## config.mk

```make
export PLATFORM = sky130hd
export DESIGN_NAME = minbd_local_ni
export DESIGN_NICKNAME = d
export VERILOG_FILES = /design/src/rtl/minbd_local_ni_pkg.sv /design/src/rtl/minbd_local_ni_dual_wr_fifo.sv /design/src/rtl/minbd_local_ni.sv
export SDC_FILE = /design/constraint.sdc
export NUM_CORES = 1
export LEC_CHECK = 0
export ABC_AREA = 1
export ABC_CLOCK_PERIOD_IN_PS = 6900
export BUFFER_PORTS_ARGS = -buffer_cell sky130_fd_sc_hd__buf_4
export CAP_MARGIN = 10
export CORE_AREA = 10 10 333 335
export DETAILED_ROUTE_END_ITERATION = 6
export DIE_AREA = 0 0 343 345
export PLACE_DENSITY = 0.49
export SETUP_SLACK_MARGIN = 0.4
export SLEW_MARGIN = 20
export SYNTH_ARGS = -nofsm -noshare
export SYNTH_HDL_FRONTEND = slang
export SYNTH_HIERARCHICAL = 1
export SYNTH_SLANG_ARGS = --single-unit
```

## constraint.sdc

```tcl
create_clock -name clk -period 6.9 [get_ports clk]
set_input_delay 1.38 -clock clk [delete_from_list [all_inputs] [get_ports clk]]
set_output_delay 1.38 -clock clk [all_outputs]
set_load 0.02 [all_outputs]
```

## src/rtl/minbd_local_ni_pkg.sv

```systemverilog
// minbd_local_ni shared types: extended flit layout, offer-FSM states, depth defaults.
// No logic; pure declarations.
// No flow control of its own.
package minbd_local_ni_pkg;

   // Extended flit as seen on the router local ports.
   typedef struct packed {
      logic        vld;
      logic        golden;
      logic [1:0]  dst_x;
      logic [1:0]  dst_y;
      logic [31:0] data;
   } flit_ext_t;

   localparam int WIDTH_FLIT_EXT = $bits(flit_ext_t);

   localparam int INJ_DEPTH_DEF = 4;
   localparam int EJ_DEPTH_DEF  = 8;

   // Injection offer FSM. The resolve cycle is OFR_OFFER with pending set.
   typedef enum logic [1:0] {
      OFR_IDLE  = 2'd0,
      OFR_OFFER = 2'd1,
      OFR_WAIT  = 2'd2
   } offer_state_e;

endpackage

```

## src/rtl/minbd_local_ni_dual_wr_fifo.sv

```systemverilog
// FIFO with two ordered write ports (wr0 before wr1) and one read port.
// Latency: a write at cycle t is readable at t+1; free_cnt reflects start-of-cycle occupancy.
// Backpressure: none on writes - writes beyond free space are dropped and flagged on drop.
module ni_dual_wr_fifo #(
   parameter int W     = 8,
   parameter int DEPTH = 4
) (
   input  logic                     clk,
   input  logic                     n_rst,
   input  logic                     wr0_vld,
   input  logic [W-1:0]             wr0_dat,
   input  logic                     wr1_vld,
   input  logic [W-1:0]             wr1_dat,
   output logic                     rd_vld,
   output logic [W-1:0]             rd_dat,
   output logic [W-1:0]             rd_nxt_dat,
   input  logic                     rd_rdy,
   output logic [$clog2(DEPTH):0]   free_cnt,
   output logic                     drop
);

   localparam int AW = $clog2(DEPTH);
   localparam logic [AW:0] DEPTH_L = (AW+1)'(DEPTH);

   logic [W-1:0]  mem_q [DEPTH];
   logic [W-1:0]  mem_d [DEPTH];
   logic [AW:0]   wptr_q, wptr_d;
   logic [AW:0]   rptr_q, rptr_d;
   logic [AW:0]   used;
   logic [AW:0]   room;
   logic [AW-1:0] rd_idx_nxt;

   // Pointers carry a wrap bit: equal index with differing wrap bit is full,
   // which is exactly free_cnt == 0.
   assign used       = wptr_q - rptr_q;
   assign free_cnt   = DEPTH_L - used;
   assign rd_vld     = (wptr_q != rptr_q);
   assign rd_dat     = mem_q[rptr_q[AW-1:0]];
   assign rd_idx_nxt = rptr_q[AW-1:0] + AW'(1);
   assign rd_nxt_dat = mem_q[rd_idx_nxt];

   // Compact valid writes in port order into the space free at cycle start.
   always_comb begin
      mem_d  = mem_q;
      wptr_d = wptr_q;
      rptr_d = rptr_q;
      drop   = 1'b0;
      room   = free_cnt;
      if (wr0_vld) begin
         if (room != '0) begin
            mem_d[wptr_d[AW-1:0]] = wr0_dat;
            wptr_d = wptr_d + (AW+1)'(1);
            room   = room - (AW+1)'(1);
         end else begin
            drop = 1'b1;
         end
      end
      if (wr1_vld) begin
         if (room != '0) begin
            mem_d[wptr_d[AW-1:0]] = wr1_dat;
            wptr_d = wptr_d + (AW+1)'(1);
         end else begin
            drop = 1'b1;
         end
      end
      if (rd_rdy && rd_vld) begin
         rptr_d = rptr_q + (AW+1)'(1);
      end
   end

   // Storage needs no reset; only the pointers define validity.
   always_ff @(posedge clk) begin
      mem_q <= mem_d;
   end

   // Pointer registers with synchronous reset.
   always_ff @(posedge clk) begin
      if (!n_rst) begin
         wptr_q <= '0;
         rptr_q <= '0;
      end else begin
         wptr_q <= wptr_d;
         rptr_q <= rptr_d;
      end
   end

endmodule

```

## src/rtl/minbd_local_ni.sv

```systemverilog
// minBD local NI: core injection queue with stop-and-wait offer to din_l, dual-port ejection queue to core.
// Latency: push->offer 1 cycle when idle, grant sampled 2 cycles after offer; eject->core 1 cycle.
// Backpressure: core_inj_rdy on injection full; ejection never stalls, drops set sticky ej_overflow. Option: NI_STARVE_CNT_EN.
module minbd_local_ni
   import minbd_local_ni_pkg::*;
#(
   parameter int INJ_DEPTH = INJ_DEPTH_DEF,
   parameter int EJ_DEPTH  = EJ_DEPTH_DEF
) (
   input  logic                      clk,
   input  logic                      n_rst,
   input  logic                      core_inj_vld,
   input  logic [WIDTH_FLIT_EXT-1:0] core_inj_flit,
   output logic                      core_inj_rdy,
   output flit_ext_t                 din_l,
   input  logic                      local_inject_gnt,
   input  flit_ext_t                 dout_l_1,
   input  flit_ext_t                 dout_l_2,
   output logic                      core_ej_vld,
   output flit_ext_t                 core_ej_flit,
   input  logic                      core_ej_rdy,
   output logic                      ej_overflow,
   output logic [7:0]                inj_starve_cnt
);

   localparam int IAW = $clog2(INJ_DEPTH);
   localparam int EAW = $clog2(EJ_DEPTH);

   offer_state_e state_q, state_d;
   logic         pending_q, pending_d;
   logic         ej_overflow_q, ej_overflow_d;

   flit_ext_t    inj_wr_flit;
   flit_ext_t    inj_head;
   flit_ext_t    inj_next;
   logic         inj_push;
   logic         inj_pop;
   logic         inj_vld;
   logic         inj_more;
   logic [IAW:0] inj_free;
   logic         inj_drop_unused;

   logic [EAW:0] ej_free_unused;
   flit_ext_t    ej_nxt_unused;
   logic         ej_drop;

   // ---------------- injection ----------------

   assign core_inj_rdy = n_rst && (inj_free != '0);
   assign inj_push     = core_inj_vld && core_inj_rdy;
   // More than one entry queued, so a granted head has a successor to offer.
   assign inj_more     = (inj_free < (IAW+1)'(INJ_DEPTH - 1));

   // Core-supplied vld/golden are never stored.
   always_comb begin
      inj_wr_flit        = flit_ext_t'(core_inj_flit);
      inj_wr_flit.vld    = 1'b0;
      inj_wr_flit.golden = 1'b0;
   end

   ni_dual_wr_fifo #(
      .W     (WIDTH_FLIT_EXT),
      .DEPTH (INJ_DEPTH)
   ) u_inj_fifo (
      .clk        (clk),
      .n_rst      (n_rst),
      .wr0_vld    (inj_push),
      .wr0_dat    (inj_wr_flit),
      .wr1_vld    (1'b0),
      .wr1_dat    ('0),
      .rd_vld     (inj_vld),
      .rd_dat     (inj_head),
      .rd_nxt_dat (inj_next),
      .rd_rdy     (inj_pop),
      .free_cnt   (inj_free),
      .drop       (inj_drop_unused)
   );

   // Offer FSM: OFFER drives the head for one cycle, WAIT hides it, the following
   // OFFER (pending set) resolves the grant and either re-offers or moves on.
   always_comb begin
      state_d    = state_q;
      pending_d  = 1'b0;
      inj_pop    = 1'b0;
      din_l        = inj_head;
      din_l.vld    = 1'b0;
      din_l.golden = 1'b0;
      case (state_q)
         OFR_IDLE: begin
            if (inj_vld || inj_push) begin
               state_d = OFR_OFFER;
            end
         end
         OFR_OFFER: begin
            if (pending_q && local_inject_gnt) begin
               inj_pop = 1'b1;
               if (inj_more) begin
                  din_l        = inj_next;
                  din_l.vld    = 1'b1;
                  din_l.golden = 1'b0;
                  state_d      = OFR_WAIT;
               end else if (inj_push) begin
                  state_d = OFR_OFFER;
               end else begin
                  state_d = OFR_IDLE;
               end
            end else begin
               din_l.vld = 1'b1;
               state_d   = OFR_WAIT;
            end
         end
         OFR_WAIT: begin
            pending_d = 1'b1;
            state_d   = OFR_OFFER;
         end
         default: begin
            state_d = OFR_IDLE;
         end
      endcase
   end

   // Offer FSM state and grant-qualifier registers.
   always_ff @(posedge clk) begin
      if (!n_rst) begin
         state_q   <= OFR_IDLE;
         pending_q <= 1'b0;
      end else begin
         state_q   <= state_d;
         pending_q <= pending_d;
      end
   end

`ifdef NI_STARVE_CNT_EN
   logic [7:0] starve_q, starve_d;

   // Count consecutive denied resolves, saturating; a granted resolve clears it.
   always_comb begin
      starve_d = starve_q;
      if (state_q == OFR_OFFER && pending_q) begin
         if (local_inject_gnt) begin
            starve_d = '0;
         end else if (starve_q != 8'hFF) begin
            starve_d = starve_q + 8'd1;
         end
      end
   end

   // Starvation counter register.
   always_ff @(posedge clk) begin
      if (!n_rst) begin
         starve_q <= '0;
      end else begin
         starve_q <= starve_d;
      end
   end

   assign inj_starve_cnt = starve_q;
`else
   assign inj_starve_cnt = 8'd0;
`endif

   // ---------------- ejection ----------------

   ni_dual_wr_fifo #(
      .W     (WIDTH_FLIT_EXT),
      .DEPTH (EJ_DEPTH)
   ) u_ej_fifo (
      .clk        (clk),
      .n_rst      (n_rst),
      .wr0_vld    (dout_l_1.vld),
      .wr0_dat    (dout_l_1),
      .wr1_vld    (dout_l_2.vld),
      .wr1_dat    (dout_l_2),
      .rd_vld     (core_ej_vld),
      .rd_dat     (core_ej_flit),
      .rd_nxt_dat (ej_nxt_unused),
      .rd_rdy     (core_ej_rdy),
      .free_cnt   (ej_free_unused),
      .drop       (ej_drop)
   );

   // Overflow is sticky until reset.
   always_comb begin
      ej_overflow_d = ej_overflow_q | ej_drop;
   end

   // Overflow flag register.
   always_ff @(posedge clk) begin
      if (!n_rst) begin
         ej_overflow_q <= 1'b0;
      end else begin
         ej_overflow_q <= ej_overflow_d;
      end
   end

   assign ej_overflow = ej_overflow_q;

endmodule

```

==> metrics.md <==
| Metric | Value |
|---|---|
| Max VDD drop | `245 uV` |
| Number of non-filler instances in the completed layout | `6205` |
| First-pass GRT wire length | `168000 um` |
| Final period util | `0.815` |
| F_max | `178 MHz` |
| Share of cells above drive strength 1 | `0.0841` |
| Critical R2R Capture | `u_ej_fifo/mem_q[223]` |
| CP max-delay cell | `dfxtp_4` |
| Clk buf depth | `3` |
| PD cells | `514 mW/mm2` |
| RSZ-0062 raised after global routing | `false` |
| GRT Residual Overflow | `0` |
| Dpl hpwl | `61400 um` |
| # hold bufs at CTS | `0` |
| PostCTS Resize Cnt | `0` |
| Final Hold Viols | `0` |
| Min-Delay Endpoint | `u_ej_fifo/rptr_q[3]` |
| Post-Syn Instances | `4745` |
| Crit. End Element | `output pin` |
| Clock power share | `0.198` |
| TNS Setup | `0 ns` |
| Gpl congestion | `0.777` |
| Drt first pass iters | `6` |
| Area delta synth->final | `15.3%` |
| Port bufs | `194` |
| Fillers | `11600` |
| Status | `finished, violations left` |
| Placed cells | `6094` |
| Post-CTS setup repair buffer count | `0` |
| Gate power share | `0.523` |
| CP Buf/Inv Count | `6` |
| WHS Path Cells | `2` |
| Cell area after synthesis | `0.0281 mm2` |
| Worst-path clk slew | `0.06 ns` |
| DRT iter0 DRCs | `2107` |
| Clk_lat worst skew | `0.67 ns` |
| Least-Margin Pin Slew | `3.91 ns` |
| DRT antenna net count | `0` |
| TritonCTS clock tree | `built` |
| FF/Latch Area | `0.00934 mm2` |
| Overall power | `16.6 mW` |
| Reg2reg start | `u_ej_fifo/rptr_q[0]` |
| Largest stage delay on the critical path | `0.76 ns` |
| Site row count | `119` |
| Clock sink count | `466` |
| Largest net degree at the start of global routing | `88` |
| CP Launch Type | `register` |
| Layout Nets | `4901` |
| H-tree levels | `2` |
| Family with the most delay on the worst path | `buffers and inverters` |
| Setup CP Type | `register to output pin` |
| CTS buffer count | `59` |
| Final setup violation count | `0` |
| Sw frac | `0.479` |
| HP Start | `u_ej_fifo/rptr_q[3]` |
| Cell depth of the worst flop-to-flop path | `17` |
| Die ar. | `0.118 mm2` |
| Mapped Avg Cell Area | `5.92 um2` |
| Switching power total | `7.97 mW` |
| Max Cap Violations | `0` |
| Routed WL per cell | `17.9 um` |
| Vias | `29700` |
| CTS root buf | `clkbuf_16` |
| Hold WC Path Type | `register to register` |
| Final setup skew | `0.0535 ns` |
| Top-level port count | `206` |
| Violated checks | `slew limit` |
| Tmin final | `5.63 ns` |
| DR DRC count | `0` |
| Setup slack, reg-to-reg | `1.95 ns` |
| Static leakage | `15.2 nW` |
| Sequential power share | `0.279` |
| Core area | `0.104 mm2` |
| Slew HR | `-1.62` |
| Critical path arrival | `4.25 ns` |
| DR vias/cell | `4.79` |
| Vias in the first global route | `27200` |
| Crit path max fanout | `62` |
| Slew Viols, Final | `37` |
| Starting Density | `0.269` |
| Internal | `8.68 mW` |
| Die width | `343 um` |
| CP most frequent cell | `nand2_1` |
| Final Routed Wirelength | `111000 um` |
| Crit path cell chain | `inv_4, ha_1, inv_1, ha_1, inv_1, nand2_1, nand2_1, nand2_1, nand2_1, inv_1, a21oi_4, nand2_2, buf_4, nand2_1, nand2_1, buf_4` |
| Yosys warning count | `6` |
| Die height | `345 um` |
| Multi-input logic area | `0.0165 mm2` |
| Total GRT Usage | `0.179` |
| Initial antenna violation count | `9` |
| Worst Path Required | `5.52 ns` |
## power by group through the flow
stage / clock, mW / combinational, mW / sequential (mW)
after floorplan: 0 / 6.11 / 4.48
after global placement: 0 / 8.53 / 4.68
after detailed placement: 0 / 8.62 / 4.68
after CTS: 3.39 / 8.65 / 4.64
after global routing: 3.49 / 9.82 / 4.79
final: 3.29 / 8.71 / 4.64
## worst register-to-register path: cells and delay by family (launching register included)
family          cells  cell delay [ns]
compound gates      1             0.08
fa+ha+maj           3             0.94
buf+inv             5             1.65
flops               1             0.49
simple gates        8             1.73
## per-layer routing
metal  part of all wire  GRT usage  wire (um)
met1               0.44      0.223      48400
met2               0.48      0.311      52900
met3              0.064     0.0351       7120
met4              0.022     0.0467       2450
met5            0.00062          0         69
## worst max path at each step
stage,start,to,slack (ns),cells past startpoint
final,u_inj_fifo/rptr_q[0],din_l[16],1.27,16
after global routing,u_inj_fifo/rptr_q[0],din_l[16],0.95,16
after CTS,u_inj_fifo/rptr_q[0],din_l[16],1.23,16
after detailed placement,u_ej_fifo/rptr_q[0],u_ej_fifo/mem_q[194],1.90,16
after global placement,u_inj_fifo/rptr_q[0],din_l[16],1.92,16
after floorplan,u_inj_fifo/rptr_q[0],din_l[10],2.99,18
## placed cells by master (no fill, tap or decap), types with 4 or more instances in the layout
cell type,count
nand2_1,1711
o21ai_0,637
dfxtp_1,462
nor2_1,439
a21oi_1,315
buf_4,231
inv_1,228
nand3_1,195
conb_1,154
o21ai_1,80
o22ai_1,72
clkbuf_16,59
a31oi_1,39
o211ai_1,37
clkbuf_8,21
nand2_2,18
ha_1,17
inv_2,15
clkinv_2,14
nor2_4,10
nand2_4,9
clkbuf_1,8
nand4_1,5
bufinv_16,4
## flip-flops by register name (all words and copies together) (netlist names)
signal             cells
pending_q              1
u_inj_fifo/wptr_q      3
ej_overflow            1
u_inj_fifo/rptr_q      3
u_ej_fifo/wptr_q       4
u_ej_fifo/mem_q      304
state_q                2
u_ej_fifo/rptr_q       4
u_inj_fifo/mem_q     144
## cell type report
type / count / share of cell area
timing repair buffer: 233 / 0.0548
clock buffer: 88 / 0.0554
clock inverter: 22 / 0.00792
inverter: 246 / 0.0287
multi-input combinational: 3758 / 0.511
sequential: 466 / 0.288
tap: 1391 / 0.0537
antenna: 1 / 0.0000773
## stage by stage
step	hold WS (ns)	worst slack, ns	utilization	cell area [um2]
floorplan	0.467	2.99	-	28700
global placement	0.492	1.92	0.291	30300
detailed placement	0.497	1.90	0.291	30300
CTS	0.506	1.23	0.310	32400
global route	0.538	0.954	0.310	32400
finish	0.508	1.27	0.310	32400
Note: power is estimated with default switching activity, not from simulation.
